==> src/rtl/reg_dump_collector.sv <==
// Watches the chip output bus for the end-of-program register dump and publishes
// a parallel snapshot of R0..R7 plus the frozen cycle count, with error/stability flags.
module reg_dump_collector #(
    parameter int CNT_W      = 6,
    parameter int REG_W      = 3,
    parameter int DUMP_CNT_W = 4
) (
    input  logic                     clock,
    input  logic                     reset,
    input  logic [CNT_W+3+REG_W-1:0] chip_out,
    output logic                     dump_valid,
    output logic                     dump_error,
    output logic [CNT_W-1:0]         final_cycles,
    output logic [8*REG_W-1:0]       regs_flat,
    output logic [DUMP_CNT_W-1:0]    dump_count,
    output logic                     stable,
    output logic                     capturing
);

    typedef enum logic [1:0] {IDLE, CAPTURE, PUBLISH} state_t;

    state_t             state;
    state_t             next_state;
    logic [CNT_W-1:0]   cnt;
    logic [CNT_W-1:0]   prev_cnt;
    logic [CNT_W-1:0]   frozen;
    logic [2:0]         idx;
    logic [2:0]         expected;
    logic [REG_W-1:0]   dat;
    logic [8*REG_W-1:0] shadow;
    logic               prev_valid;
    logic               dump_start;
    logic               good_sample;

    assign cnt = chip_out[CNT_W+3+REG_W-1 -: CNT_W];
    assign idx = chip_out[REG_W+2 : REG_W];
    assign dat = chip_out[REG_W-1:0];

    // The chip count only repeats once frozen, so a repeated count with idx 0 marks a dump.
    assign dump_start  = prev_valid && (cnt == prev_cnt) && (idx == 3'd0);
    assign good_sample = (cnt == frozen) && (idx == expected);
    assign capturing   = (state == CAPTURE);

    always_ff @(posedge clock) begin
        if (reset) begin
            state <= IDLE;
        end else begin
            state <= next_state;
        end
    end

    always_comb begin
        next_state = state;
        case (state)
            IDLE:    if (dump_start) next_state = CAPTURE;
            CAPTURE: begin
                if (!good_sample) begin
                    next_state = IDLE;
                end else if (expected == 3'd7) begin
                    next_state = PUBLISH;
                end
            end
            PUBLISH: next_state = IDLE;
            default: next_state = IDLE;
        endcase
    end

    always_ff @(posedge clock) begin
        if (reset) begin
            prev_cnt     <= '0;
            prev_valid   <= 1'b0;
            frozen       <= '0;
            expected     <= '0;
            shadow       <= '0;
            dump_valid   <= 1'b0;
            dump_error   <= 1'b0;
            final_cycles <= '0;
            regs_flat    <= '0;
            dump_count   <= '0;
            stable       <= 1'b0;
        end else begin
            prev_cnt   <= cnt;
            prev_valid <= 1'b1;
            dump_valid <= 1'b0;
            dump_error <= 1'b0;
            case (state)
                IDLE: begin
                    if (dump_start) begin
                        shadow[REG_W-1:0] <= dat;
                        frozen            <= cnt;
                        expected          <= 3'd1;
                    end
                end
                CAPTURE: begin
                    if (good_sample) begin
                        shadow[expected*REG_W +: REG_W] <= dat;
                        if (expected != 3'd7) expected <= expected + 3'd1;
                    end else begin
                        // Abort: the offending sample is not re-examined as a dump start.
                        dump_error <= 1'b1;
                        shadow     <= '0;
                        expected   <= '0;
                    end
                end
                PUBLISH: begin
                    regs_flat    <= shadow;
                    final_cycles <= frozen;
                    dump_valid   <= 1'b1;
                    if (dump_count != '1) dump_count <= dump_count + 1'b1;
                    stable <= (dump_count != '0) && (shadow == regs_flat) && (frozen == final_cycles);
                    expected <= '0;
                end
                default: ;
            endcase
        end
    end

endmodule
==> config.mk <==
export PLATFORM = sky130hd
export DESIGN_NAME = reg_dump_collector
export DESIGN_NICKNAME = d
export VERILOG_FILES = /design/src/rtl/reg_dump_collector.sv
export SDC_FILE = /design/constraint.sdc
export NUM_CORES = 1
export LEC_CHECK = 0
export CORE_AREA = 2 2 100 102
export DETAILED_ROUTE_END_ITERATION = 10
export DIE_AREA = 0 0 102 104
export GPL_TIMING_DRIVEN = 0
export PLACE_DENSITY = 0.57
export SYNTH_ARGS = -nofsm -noshare
export SYNTH_HDL_FRONTEND = slang
export SYNTH_SLANG_ARGS = --single-unit
==> constraint.sdc <==
create_clock -name clock -period 4.1 [get_ports clock]
set_clock_uncertainty 0.05 [all_clocks]
set_input_delay 0.82 -clock clock [delete_from_list [all_inputs] [get_ports clock]]
set_output_delay 0.82 -clock clock [all_outputs]
set_load 0.02 [all_outputs]
==> metrics.txt, run 1 <==
Cell Count, Final, Fillers Out=580; Hold Vio Cnt, Final=0; Longest Clk Path Bufs=2; RSZ-0062 raised after global routing=no; final setup TNS=0 ns; synth top area cells=dfxtp_1 42%, xnor2_1 9.2%, mux2i_1 8.1%; Switch Pwr=between 300 and 400 µW; WP data arrival=~1.8 ns; vias in the first global route=around 3000; largest net degree at the start of global routing=16; fin. max-slew vios=0; clock buffer count from CTS=9; input/output buffers=50; synth warn=0; Final min period=approximately 2.7 ns; Syn Inst Count=~380; initial antenna violation count=0; share of cells above drive strength 1=between 7 and 8%; Post-synth EDFFs=0; Seq cells post-synth=79; flop-to-flop setup slack=about 1.7 ns; met3 wire len=between 500 and 600 µm; via count of the routed design=slightly below 3000; Initial DRT Pass Iterations=4; wirelength, routed=around 9600 µm; number of remaining DRC errors=0; crit-path max cell delay=around 0.68 ns; syn avg cell area=9.776 µm²; Diodes inserted=0; initial drt markers=115; Netlist cell types=49; clk sinks=79; combinational group share of total power=under 10%; WL met2=around 4300 µm; Syn Nets=roughly 400; clock share of power=between 40 and 50%; die span in y=between 100 and 150 µm; dpl hpwl=between 7000 and 8000 µm; critical path's slowest cell=clkdlybuf4s50_1; Synth top area share=42.46%; Metal-1 WL=4537 µm; Seq/Total Area, Yosys=between 40 and 50%; max cap viols=0; Clock Latency Late Sink=between 0.3 and 0.4 ns; Worst Path Buf+Inv=1; average wire per standard cell=between 15 and 20 µm; outcome=complete, no violations; full die area=~11000 µm²; post-route ant nets=0; gpl congestion=0.8481; crit-path cells=ha_1, clkdlybuf4s50_1; Clock Pin Slew Worst Setup and Hold Paths=roughly 0.090 ns; Post-CTS Repair Setup Buffers=0; Final nets=roughly 470; site row count=36; count leader, synth=dfxtp_1; peak fanout along the critical path=8; H-tree Lvls=3; hold buffers post-CTS=0; Fillers=between 900 and 1000; peak supply drop=around 180 µV; critical path class=reg -> out; Worst setup EP type=output pin; die span in x=roughly 100 µm; area grow syn2layout=23.98%; IO Count=52; Leak Pwr=roughly 0.0015 µW; Initial Utilization=39.01%; cts repair resizes=0; ys flop type=dfxtp_1; CP top delay family=buffers and inverters; period utilization=between 60% and 70%; Commonest cells post-synth=79 x dfxtp_1, 39 x xnor2_1, 37 x nor2_1; CP startpoint kind=flop; min-delay worst type=reg -> reg; first-pass GRT wire length=15650 µm; CP required=around 3.2 ns; power per cell area=between 300 and 400 nW/µm²; Total Routing Usage GR=between 10% and 20%; # setup viols final=0; CTS tree=built; CTS root buffer=clkbuf_8; internal power=~1100 µW; Worst-Margin Slew=0.8061 ns; Synth area leader=dfxtp_1; Slew headroom=between 40 and 50%; Achievable Freq=374.8 MHz; grt total ovfl=0; hold_ws=~0.43 ns; CORE AREA=roughly 9500 µm²; top sig layer=met4; Post-Syn Area=3725 µm²; Cells after DPL=roughly 560; asr flop ratio synth=0%; share of power burned in registers=51.0%; sw frac=around a quarter; Final Util=between 40 and 50%; drt via density=slightly above 5
state kept, by name (all words and copies together), names as in the netlist:
signal	flops
state	2
prev_cnt	6
stable	1
dump_count	4
prev_valid	1
dump_error	1
final_cycles	6
dump_valid	1
expected	3
frozen	6
regs_flat	24
shadow	24
cell usage in the layout (no fill, tap or decap), drive strengths merged, types with 8 or more instances in the layout:
master | synthesis | routed
a21oi | 15 | 15
a32o | 12 | 12
buf | 10 | 10
clkbuf | 8 | 17
clkdlybuf4s50 | 0 | 50
dfxtp | 79 | 79
ha | 11 | 11
inv | 10 | 14
mux2i | 30 | 30
nand2 | 24 | 24
nand3 | 11 | 11
nand4 | 11 | 11
nor2 | 37 | 37
nor2b | 11 | 11
o21ai | 11 | 11
o32ai | 8 | 8
xnor2 | 41 | 41
xor2 | 8 | 8
routing by layer:
| layer | vias up | track usage, % |
|---|---|---|
| met5 | - | 0 |
| met4 | 0 | 6.286 |
| met3 | 14 | 3.629 |
| met2 | 84 | 29.09 |
| met1 | 1404 | 27.09 |
| li1 | 1475 | - |
path summary, 6_finish.rpt:
| kind | from | to | cells after the start |
|---|---|---|---|
| worst max-delay path | state[0] | capturing | 2 |
| worst min-delay path | stable | stable | 2 |
| worst max register to register | expected[0] | shadow[14] | 8 |
| worst min register to register | stable | stable | 2 |
area by class of cell:
type | instances | area (µm²) | share of cell area (%)
tap | 133 | 166.4 | 3.603
multi-input combinational | 273 | 2016 | 43.65
buffer | 18 | 86.33 | 1.869
clock buffer | 9 | 123.9 | 2.682
timing repair buffer | 50 | 500.5 | 10.84
sequential | 79 | 1582 | 34.25
clock inverter | 7 | 102.6 | 2.222
inverter | 11 | 41.29 | 0.8941
metrics by stage:
stage               cell area (µm²)  total power (µW)  setup slack (ns)
floorplan                      3725             824.0             1.919
global placement               4392             853.3             1.033
detailed placement             4392             853.7             1.056
CTS                            4618              1521             1.410
global route                   4618              1568             1.253
finish                         4618              1513             1.432
kinds of logic (layout without fill, tap and decap cells):
family | Yosys count | after routing | share of synthesized area [%]
AND/OR/NAND/NOR | 118 | 118 | 16.76
adder cells (fa/ha/maj) | 11 | 11 | 3.695
AO/OA/AOI/OAI | 65 | 65 | 13.67
flip-flops | 79 | 79 | 42.46
multiplexers | 30 | 30 | 8.062
XOR/XNOR | 49 | 49 | 11.92
buffers and inverters | 29 | 95 | 3.426
power groups by stage:
stage,clock network (µW),logic [µW],registers [µW]
after floorplan,0,34.4,790
after global placement,0,63.4,790
after detailed placement,0,63.6,790
after CTS,685,64.0,772
after global routing,726,70.0,773
final,677,63.3,772
worst register-to-register path, delay by kind of cell (launching register included):
family	cells	cell delay [ns]
flops	1	0.38
compound gates	3	0.87
simple gates	1	0.37
buf+inv	3	0.44
fa+ha+maj	1	0.19
(Power assumes the default switching activity.)
==> inputs of run 2 (changes only) <==
clock period = 2.58 ns   (was 4.1 ns; I/O delays follow)
==> results of run 2 <==
The final DEF is identical to that of run 1. Status: complete, no violations.
Main changes from that run: setup slack after placement 1.056 ns -> -0.1599 ns; setup slack after layout 1.432 ns -> 0.1820 ns; start point of the critical path state[0] -> expected[0]; end point of the critical path capturing -> shadow[14]; register-to-register setup slack 1.70 ns -> 0.18 ns; total power 1513 µW -> 2404 µW; worst IR drop on VDD 180.8 µV -> 287.2 µV
